==> config.mk <==
export PLATFORM = sky130hd
export DESIGN_NAME = mcu_block_sequencer
export DESIGN_NICKNAME = d
export VERILOG_FILES = /design/src/rtl/mcu_block_sequencer.sv
export SDC_FILE = /design/constraint.sdc
export NUM_CORES = 1
export LEC_CHECK = 0
export ABC_AREA = 1
export CORE_AREA = 3 3 533 535
export DETAILED_ROUTE_END_ITERATION = 6
export DIE_AREA = 0 0 536 538
export PLACE_DENSITY_LB_ADDON = 0.2
export RECOVER_POWER = 50
export SLEW_MARGIN = 0
export SYNTH_ARGS = -nofsm -noshare
export SYNTH_HDL_FRONTEND = slang
export SYNTH_SLANG_ARGS = --single-unit
==> constraint.sdc <==
create_clock -name clk -period 4.45 [get_ports clk]
set_input_delay 0.6675 -clock clk [delete_from_list [all_inputs] [get_ports clk]]
set_output_delay 0.6675 -clock clk [all_outputs]
set_load 0.02 [all_outputs]
==> src/rtl/mcu_block_sequencer.sv <==
// Level-shifts and clamps IDCT blocks arriving in 4:2:0 MCU order, tags each block with
// its channel and Y index, and flags MCU, frame and aborted-MCU boundaries (1-cycle latency).
module mcu_block_sequencer #(
  parameter int IN_W  = 12,
  parameter int MCU_W = 16
) (
  input  logic                             clk,
  input  logic                             rst,
  input  logic                             frame_start,
  input  logic [MCU_W-1:0]                 num_mcus_in,
  input  logic                             valid_in,
  input  logic signed [7:0][7:0][IN_W-1:0] block_in,
  output logic                             valid_out,
  output logic [1:0]                       ch_out,
  output logic [1:0]                       y_idx_out,
  output logic [7:0][7:0][8:0]             block_out,
  output logic                             mcu_done,
  output logic                             frame_done,
  output logic                             abort
);

  logic [2:0]       blk_cnt;
  logic [MCU_W-1:0] mcu_cnt;
  logic [MCU_W-1:0] num_mcus_reg;

  logic [2:0]       cur_blk;
  logic [MCU_W-1:0] cur_mcu;
  logic [MCU_W-1:0] cur_num;
  logic [MCU_W-1:0] start_num;
  logic [7:0][7:0][8:0] shifted;

  // x + 128 never leaves the IN_W+1 bit signed range, so the sign bit and the
  // bits above bit 7 are enough to decide the clamp.
  function automatic logic [8:0] level_shift(input logic [IN_W-1:0] x);
    logic [IN_W:0] sum;
    sum = {x[IN_W-1], x} + (IN_W+1)'(128);
    if (sum[IN_W])
      return 9'd0;
    else if (|sum[IN_W-1:8])
      return 9'd255;
    else
      return {1'b0, sum[7:0]};
  endfunction

  always_comb begin
    shifted = '0;
    for (int i = 0; i < 8; i++)
      for (int j = 0; j < 8; j++)
        shifted[i][j] = level_shift(block_in[i][j]);
  end

  // frame_start clears the position before a concurrent block is tagged.
  always_comb begin
    start_num = (num_mcus_in == '0) ? MCU_W'(1) : num_mcus_in;
    cur_blk   = frame_start ? 3'd0 : blk_cnt;
    cur_mcu   = frame_start ? '0 : mcu_cnt;
    cur_num   = frame_start ? start_num : num_mcus_reg;
  end

  always_ff @(posedge clk) begin
    if (rst) begin
      valid_out    <= 1'b0;
      ch_out       <= 2'd0;
      y_idx_out    <= 2'd0;
      block_out    <= '0;
      mcu_done     <= 1'b0;
      frame_done   <= 1'b0;
      abort        <= 1'b0;
      blk_cnt      <= 3'd0;
      mcu_cnt      <= '0;
      num_mcus_reg <= MCU_W'(1);
    end else begin
      valid_out    <= 1'b0;
      mcu_done     <= 1'b0;
      frame_done   <= 1'b0;
      abort        <= frame_start && (blk_cnt != 3'd0);
      num_mcus_reg <= cur_num;
      blk_cnt      <= cur_blk;
      mcu_cnt      <= cur_mcu;
      if (valid_in) begin
        valid_out <= 1'b1;
        block_out <= shifted;
        case (cur_blk)
          3'd4:    begin ch_out <= 2'd1; y_idx_out <= 2'd0; end
          3'd5:    begin ch_out <= 2'd2; y_idx_out <= 2'd0; end
          default: begin ch_out <= 2'd0; y_idx_out <= cur_blk[1:0]; end
        endcase
        if (cur_blk == 3'd5) begin
          blk_cnt  <= 3'd0;
          mcu_done <= 1'b1;
          if (cur_mcu == cur_num - MCU_W'(1)) begin
            frame_done <= 1'b1;
            mcu_cnt    <= '0;
          end else begin
            mcu_cnt <= cur_mcu + MCU_W'(1);
          end
        end else begin
          blk_cnt <= cur_blk + 3'd1;
        end
      end
    end
  end

endmodule

Word-level counts from Yosys, hierarchy flattened. Cells that the tools add are included.

Add/subtract/negate cells: 67. Multiply operators: 0. Div/mod/pow operators: 0. Magnitude comparators: 0. Equal/unequal tests: 3. Shifts and indexed selects: 0. Muxes and demuxes: 142. Bitwise gates (word level): 2. Reduce and logical (&&, ||, !) cells: 70.

Operators by type and width (count): $mux 8 (128); $add 12x9->13 const B (64); $reduce_or 4->1 (64); $mux 16 (6); $add 16x1->16 const B (1); $eq 16x16->1 (1); $logic_not 16->1 (1); $sub 16x1->16 const B (1); $mux 3 (3); $eq 3x3->1 const B (2); $pmux 2 s2 (1); $reduce_or 2->1 (2); $add 3x1->3 const B (1); $mux 1 (3); $reduce_bool 3->1 (1); $reduce_or 3->1 (1); $mux 2 (1); $not 1->1 (2); $logic_and 1x1->1 (1).

Bits in registers: 619. Bits in latches: 0. RAM bits: 0. Bits in read-only memories: 0. Input bits: 788. Output and inout bits: 584. Logic and storage cells: 357. Memories: 0.

Logic depth before layout (Yosys ltp). Gate-level depths: netlist of run 1.

Word-level depth: 8. Mapped depth: 20. Mapped depth without buffers: 19.

Worst setup path after synthesis of run 1. No wires, ideal clock.

Kind: input to register. From: input frame_start. To: register mcu_cnt[6]. Library setup time: 107 ps. Arrival: 2721 ps. Data required time: 4343 ps. Slack: 1622 ps. Cell stages on the path: 17. Buffers on the path: 3. Cell sequence: buf_6 -> buf_6 -> or2_2 -> nand2_4 -> ha_1 -> nand3_4 -> nor2_1 -> nand2_1 -> xnor2_1 -> nand2_1 -> nor2_1 -> nand2_1 -> nor2_1 -> nand4_2 -> buf_6 -> nand2_2 -> inv_2.

Longest elaborated chain between the ends: 6. Elaborated cells between the ends (all ways): 10. Those cells by class: add/sub: 2; eq/ne: 2; mux: 6.

RTL lines: start, declared (RTL line 9) `input logic frame_start,`; $mux 16 (RTL line 57) `cur_num = frame_start ? start_num : num_mcus_reg;`; $sub 16x1->16 (RTL line 91) `if (cur_mcu == cur_num - MCU_W'(1)) begin`; $eq 16x16->1 (RTL line 91); $mux 16 (RTL line 91); $mux 16 (RTL line 88) `if (cur_blk == 3'd5) begin`; $mux 16 * (RTL line 80) `if (valid_in) begin`; end signal, assigned (RTL line 79) `mcu_cnt <= cur_mcu;`; end signal, assigned (RTL line 95) `mcu_cnt <= cur_mcu + MCU_W'(1);`; end, declared (RTL line 23) `logic [MCU_W-1:0] mcu_cnt;`.

Mark *: on every way between the ends. The rest lies on a longest branch, timed or not. A chain may end at the register's enable or synchronous reset.

==> impl_metrics.sql, run 1 <==
INSERT INTO impl_metrics (metric_group, metric, value, unit) VALUES
('floorplanning', 'fp.dieArea', '288000', 'sq um'),
('synthesis', 'number_of_enable_flip_flop_cells_after_synthesis', '0', ''),
('sta', 'worst_slew_pin_slew', '1.59', 'ns'),
('grt', 'grt_remaining_overflow', '0', ''),
('synthesis', 'synthesis.instances', '3593', ''),
('drt', 'drt_first_iter_violations', '1793', ''),
('critical_path', 'critical_path.n_buffers_inverters', '4', ''),
('floorplanning', 'die_h', '538', 'microns'),
('synthesis', 'synthFlopType', 'sky130_fd_sc_hd__dfxtp_1', ''),
('outcome', 'run_status', 'finished, violations left', ''),
('critical_path', 'worst_path_max_stage_delay', '1.14', 'ns'),
('sta', 'setup_total_negative_slack', '0', 'ns'),
('sta', 'min_period', '3.56', 'ns'),
('floorplanning', 'die_width', '536', 'microns'),
('clock_network', 'cts-resized-gates', '0', ''),
('synthesis', 'yosysTopAreaCellShare', '42.9', '%'),
('drt', 'finalWirelength', '196', 'mm'),
('final_layout', 'fillCellCount', '31761', ''),
('synthesis', 'post_synth_main_area_contributors', 'sky130_fd_sc_hd__dfxtp_1 (43%), sky130_fd_sc_hd__o21ai_0 (11%), sky130_fd_sc_hd__a21oi_1 (11%)', ''),
('drt', 'routed_via_density', '3.55', ''),
('final_layout', 'largest_register_ffs', '512', ''),
('final_layout', 'sequential_cell_area', '11100', 'sq um'),
('critical_path', 'crit_required', '5.17', 'ns'),
('sta', 'slew_headroom', '-5.95', '%'),
('critical_path', 'critPathLaunchType', 'input pin', ''),
('grt', 'antenna_found_initial', '52', ''),
('synthesis', 'avgSynthCellArea', '7.20', 'sq um'),
('synthesis', 'ys_async_sr_fraction', '0', '%'),
('grt', 'grt_pass1_vias', '30514', ''),
('worst_hold_path', 'min_path_cells', '2', ''),
('clock_network', 'cts.root.buffer_cell', 'sky130_fd_sc_hd__clkbuf_16', ''),
('worst_hold_path', 'hold_class', 'input pin to register', ''),
('synthesis', 'netlist.top_cell.by_area', 'sky130_fd_sc_hd__dfxtp_1', ''),
('drt', 'post-route-drc-count', '3', ''),
('clock_network', 'clk_path_buf_depth', '4', ''),
('critical_path', 'critical_path.max_fanout', '38', ''),
('place', 'numPortBuffers', '1307', ''),
('clock_network', 'cts_tree', 'yes', ''),
('place', 'routabilityCongestion', '0.868', ''),
('floorplanning', 'core', '279000', 'sq um'),
('grt', 'groute.usage.overall', '12.8', '%'),
('critical_path', 'crit_cells', '6', ''),
('clock_network', 'clk-insertion-delay-late', '0.72', 'ns'),
('synthesis', 'seq_area_frac_synth', '42.9', '%'),
('drt', 'first_pass_iters', '7', ''),
('sta', 'skew', '0.00934', 'ns'),
('critical_path', 'timing.critical_path.to_type', 'register', ''),
('grt', 'first_pass_grt_wire_length', '258', 'mm'),
('synthesis', 'syn_area', '25900', 'sq um'),
('critical_path', 'arrival', '4.28', 'ns'),
('place', 'post-dp-hpwl', '165', 'mm'),
('final_layout', 'final_cell_count_no_fill', '8697', ''),
('sta', 'rsz0062_at_grt', 'no', ''),
('final_layout', 'syn_to_final_growth', '77.2', '%'),
('floorplanning', 'boundaryPins', '1372', ''),
('power_and_ir_drop', 'power-per-cell-area', '336', 'nW/um^2'),
('synthesis', 'ys_types', '40', ''),
('drt', 'postRouteAntennaNets', '0', ''),
('clock_network', 'cts_setup_buffers', '0', ''),
('sta', 'timing.final.ws_setup', '0.888', 'ns'),
('critical_path', 'cp_cell_sequence', 'dlygate4sd3_1 > inv_8 > clkbuf_1 > clkbuf_1 > nand2_1 > a21oi_1', ''),
('sta', 'count_of_pins_over_their_slew_limit', '34', ''),
('final_layout', 'post_route_cells_drive_above_1_share', '4.36', '%'),
('job', 'maxCapViolCount', '2', ''),
('place', 'placed_cell_area', '43200', 'sq um'),
('sta', 'fmaxAchievable', '281', 'MHz'),
('final_layout', 'area_of_the_multi_input_gates', '13200', 'sq um'),
('clock_network', 'cts.clk_slew.worst_paths', '0.06', 'ns'),
('critical_path', 'timing.setup.critical_path_class', 'input pin to register', ''),
('synthesis', 'yosys_warnings', '0', ''),
('outcome', 'violations', 'design-rule violations, max-capacitance violations, max-slew violations', '');
## worst register-to-register path: cells and delay by family, from the launching register on
| kind | cells | cell delay [ns] |
|---|---|---|
| DFF | 1 | 0.30 |
| and+or+nand+nor | 11 | 1.43 |
| adders and majority gates | 1 | 0.27 |
| buffers and inverters | 2 | 0.27 |
| xor gates and xnor gates | 1 | 0.19 |
## metrics by stage
| stage | hold slack [ns] | util [%] | power (mW) |
|---|---|---|---|
| 2_1_floorplan | 0.444 | - | 6.81 |
| 3_3_place_gp | 0.452 | 15.5 | 8.90 |
| 3_5_place_dp | 0.454 | 15.5 | 8.92 |
| 4_1_cts | 0.379 | 16.5 | 15.9 |
| 5_1_grt | 0.433 | 16.4 | 16.2 |
| 6_report | 0.447 | 16.4 | 15.4 |
## final timing paths
check                  startpoint  slack, ns              end
setup / recovery         valid_in       0.89   block_out[380]
hold / removal                rst       0.45  num_mcus_reg[1]
setup reg to reg  num_mcus_reg[0]       1.87      mcu_cnt[15]
hold reg to reg    block_out[240]       0.46   block_out[240]
## per-layer routing
metal	GRT usage (%)	wire length, microns
met1	14.2	75000
met2	22.3	95700
met3	5.05	19300
met4	3.83	5510
met5	0	308
## report_power, final
group | internal [mW] | switching (mW) | leakage, nW
registers | 5.27 | 0.201 | 4.58
logic | 1.37 | 1.83 | 10.9
clock network | 3.97 | 2.75 | 1.34
## logic make-up after synthesis
family,after synthesis,synth area share (%)
xor+xnor,27,0.914
other cells,1,0.0145
flops,555,42.9
simple gates,1307,21.2
fa+ha+maj,66,3.19
buf+inv,392,6.84
compound gates,1245,24.9
## layout make-up
class,instances,share of cell area [%]
antenna,15,0.0819
clock buffer,119,5.29
clock inverter,27,0.636
inverter,195,1.62
multi-input combinational,2709,28.8
sequential,555,24.2
tap,3724,10.2
timing repair buffer,1353,29.2
## placed cells by master, fill, tap and decap left out, drive strengths merged, types with 2 or more instances in the layout
cell,netlist,layout
a21o,2,2
dfxtp,555,555
xor2,21,21
o21ai,591,591
a211oi,34,34
diode,0,15
ha,66,66
or2,2,2
clkbuf,120,143
nor2,287,287
dlygate4sd3,0,263
conb,1,64
nor4,2,2
buf,77,23
clkinvlp,0,3
clkinv,1,19
xnor2,6,6
nor3b,2,2
nand3,159,159
clkdlybuf4s50,0,1043
inv,194,197
nand4,37,37
a21oi,585,585
bufinv,0,3
o2111ai,30,30
nand2,810,810
nor3,7,7
Power figures use the tool's default switching activity.
==> inputs of run 2 (changes only) <==
--- a/config.mk
+++ b/config.mk
@@ -6,9 +6,9 @@
 export NUM_CORES = 1
 export LEC_CHECK = 0
 export ABC_AREA = 1
-export CORE_AREA = 3 3 533 535
+export CORE_AREA = 3 3 534 536
 export DETAILED_ROUTE_END_ITERATION = 6
-export DIE_AREA = 0 0 536 538
+export DIE_AREA = 0 0 537 539
 export PLACE_DENSITY_LB_ADDON = 0.2
 export RECOVER_POWER = 50
 export SLEW_MARGIN = 0
==> constraint.sdc (replaced) <==
create_clock -name clk -period 2.88 [get_ports clk]
set_input_delay 0.432 -clock clk [delete_from_list [all_inputs] [get_ports clk]]
set_output_delay 0.432 -clock clk [all_outputs]
set_load 0.02 [all_outputs]
==> run 2 against run 1 <==
Effect of this change:
- the run now ends clean
- die area up 0.37%
- critical path depth down 1
- via count up 1.4%
- cell count up 2.0%
- critical path type unchanged
==> impl_metrics.sql, run 2 (synthesized netlist as in run 1, its figures left out) <==
INSERT INTO impl_metrics (metric_group, metric, value, unit) VALUES
('power_and_ir_drop', 'power.clock.fraction', '44.4', '%'),
('sta', 'fmaxAchievable', '383', 'MHz'),
('sta', 'timing.final.setup_violations', '0', ''),
('critical_path', 'critical_path.top_delay_family', 'buffers and inverters', ''),
('sta', 'min_period', '2.61', 'ns'),
('power_and_ir_drop', 'power-per-cell-area', '521', 'nW/um^2'),
('outcome', 'run_status', 'complete, no violations', ''),
('critical_path', 'timing.critical_path.slowest_stage_cell', 'sky130_fd_sc_hd__clkbuf_2', ''),
('grt', 'antenna_found_initial', '68', ''),
('sta', 'count_of_pins_over_their_slew_limit', '0', ''),
('place', 'placed_cell_area', '44400', 'sq um'),
('final_layout', 'finalCoreUtilization', '16.7', '%'),
('power_and_ir_drop', 'combinational_share_of_power', '21.0', '%'),
('sta', 'min_period_over_period', '90.6', '%'),
('sta', 'rsz0062_at_grt', 'no', ''),
('floorplanning', 'initial_core_util', '9.20', '%'),
('critical_path', 'arrival', '3.19', 'ns'),
('critical_path', 'most_repeated_library_cell_on_the_critical_path', 'sky130_fd_sc_hd__clkbuf_2', ''),
('power_and_ir_drop', 'totalPowerFinal', '24.5', 'mW'),
('sta', 'slew_headroom', '15.6', '%'),
('clock_network', 'cts.clk_slew.worst_paths', '0.05', 'ns'),
('drt', 'first_pass_iters', '7', ''),
('drt', 'routed_via_density', '3.53', ''),
('floorplanning', 'fp.dieArea', '289000', 'sq um'),
('critical_path', 'critPathLaunchType', 'input pin', ''),
('critical_path', 'timing.setup.critical_path_class', 'input pin to register', ''),
('power_and_ir_drop', 'leakagePower', '16.9', 'nW'),
('grt', 'first_pass_grt_wire_length', '265', 'mm'),
('final_layout', 'mostFrequentLayoutCell', 'sky130_fd_sc_hd__clkdlybuf4s50_1', ''),
('floorplanning', 'boundaryPins', '1372', ''),
('sta', 'setup_total_negative_slack', '0', 'ns'),
('worst_hold_path', 'hold_class', 'input pin to register', ''),
('place', 'post_place_setup_slack', '-0.349', 'ns'),
('final_layout', 'syn_to_final_growth', '81.7', '%'),
('drt', 'routedLengthMet1', '77.2', 'mm'),
('power_and_ir_drop', 'ir_worst_vdd', '378', 'uV'),
('drt', 'num_vias', '31279', ''),
('drt', 'highest_signal_layer_in_the_routed_design', 'met5', ''),
('power_and_ir_drop', 'design_internal_power', '17.0', 'mW'),
('final_layout', 'post_route_cells_drive_above_1_share', '7.33', '%'),
('drt', 'route.detailed.wl_per_inst', '22.5', 'microns'),
('critical_path', 'timing.critical_path.to_type', 'register', ''),
('critical_path', 'critical_path.n_buffers_inverters', '4', ''),
('drt', 'met2_length', '98.3', 'mm'),
('sta', 'timing.final.ws_setup', '0.271', 'ns'),
('final_layout', 'post_route_design_area', '47000', 'sq um'),
('place', 'numPortBuffers', '1307', ''),
('grt', 'grt_remaining_overflow', '0', ''),
('clock_network', 'cts_tree', 'yes', ''),
('clock_network', 'cts.root.buffer_cell', 'sky130_fd_sc_hd__clkbuf_16', ''),
('clock_network', 'numCtsBuffers', '86', ''),
('grt', 'grt_pass1_vias', '31097', ''),
('sta', 'worst_slew_pin_slew', '1.27', 'ns'),
('place', 'post-dp-hpwl', '169', 'mm'),
('drt', 'drt_first_iter_violations', '1669', ''),
('final_layout', 'largest_register_ffs', '512', ''),
('drt', 'post-route-drc-count', '0', ''),
('power_and_ir_drop', 'power.switching', '7.46', 'mW'),
('floorplanning', 'core', '281000', 'sq um'),
('power_and_ir_drop', 'sequentialPowerShare', '34.6', '%'),
('clock_network', 'tritoncts_num_sinks', '555', ''),
('drt', 'postRouteAntennaNets', '0', ''),
('critical_path', 'critical_path.max_fanout', '41', ''),
('grt', 'groute.usage.overall', '13.1', '%'),
('job', 'maxCapViolCount', '0', ''),
('sta', 'hold_viol', '0', ''),
('final_layout', 'fillCellCount', '31940', ''),
('critical_path', 'cp_cell_sequence', 'dlygate4sd3_1 > clkbuf_2 > buf_12 > clkbuf_2 > a21oi_1', ''),
('critical_path', 'worst_path_max_stage_delay', '0.89', 'ns'),
('critical_path', 'crit_required', '3.47', 'ns'),
('floorplanning', 'row_count', '195', ''),
('floorplanning', 'die_h', '539', 'microns'),
('floorplanning', 'die_width', '537', 'microns'),
('grt', 'grt_max_degree', '90', ''),
('drt', 'finalWirelength', '200', 'mm'),
('sta', 'skew', '0.0312', 'ns'),
('clock_network', 'clk-insertion-delay-late', '0.76', 'ns'),
('place', 'routabilityCongestion', '0.869', ''),
('clock_network', 'clk_path_buf_depth', '4', ''),
('clock_network', 'htree_levels', '3', ''),
('power_and_ir_drop', 'netSwitchingFraction', '30.5', '%'),
('final_layout', 'design.final.nets', '5893', ''),
('final_layout', 'layout_common_cells', 'sky130_fd_sc_hd__clkdlybuf4s50_1 (1281), sky130_fd_sc_hd__nand2_1 (777), sky130_fd_sc_hd__o21ai_0 (590)', ''),
('drt', 'route.met3.wl', '17.9', 'mm');
## run 2: power groups by stage
stage	clock [mW]	sequential, mW	combinational, mW
2_1_floorplan	0	9.06	1.46
3_3_place_gp	0	8.62	5.28
3_5_place_dp	0	8.63	5.30
4_1_cts	11.4	8.47	5.33
5_1_grt	11.6	8.51	5.57
6_report	10.9	8.46	5.14
## run 2: layout make-up
| class | instances | area [sq um] | share of cell area (%) |
|---|---|---|---|
| diodes | 25 | 62.6 | 0.133 |
| flip-flops and latches | 555 | 11100 | 23.6 |
| repair buffers | 1492 | 14300 | 30.5 |
| clock buffers | 122 | 2520 | 5.36 |
| multi-input cells | 2709 | 13200 | 28.2 |
| well taps | 3743 | 4680 | 9.96 |
| inverters | 195 | 742 | 1.58 |
| clock inverters | 30 | 334 | 0.711 |
## run 2: worst paths after layout
kind / slack, ns / to / cells after the start / start
setup reg to reg: 0.37 / mcu_cnt[15] / 15 / num_mcus_reg[0]
hold / removal: 0.33 / block_out[438] / 3 / block_in[582]
hold reg to reg: 0.46 / block_out[175] / 2 / block_out[175]
setup / recovery: 0.27 / block_out[468] / 5 / rst
## run 2: stage by stage
step                      instances  hold slack, ns
final                          8871           0.326
after global routing           8855           0.265
after CTS                      8846           0.222
after detailed placement       8693           0.453
after global placement         8693           0.452
after floorplan                3656           0.444
## run 2: worst min-delay path, stage by stage
cell and delay [ns]:
sky130_fd_sc_hd__clkdlybuf4s50_1 0.39, sky130_fd_sc_hd__o21ai_0 0.15, sky130_fd_sc_hd__a21oi_1 0.06
## run 2: repair_timing
item                       CTS  global route
hold buffers                 1             0
resized for setup            0             0
setup endpoints to repair    0             0
buffers inserted             0             0
hold endpoints to repair     1             0
## run 2: routing by layer
metal,vias up,global-route usage [%]
li1,15113,-
met1,14768,14.5
met2,1132,23.4
met3,228,4.80
met4,38,3.32
met5,-,0
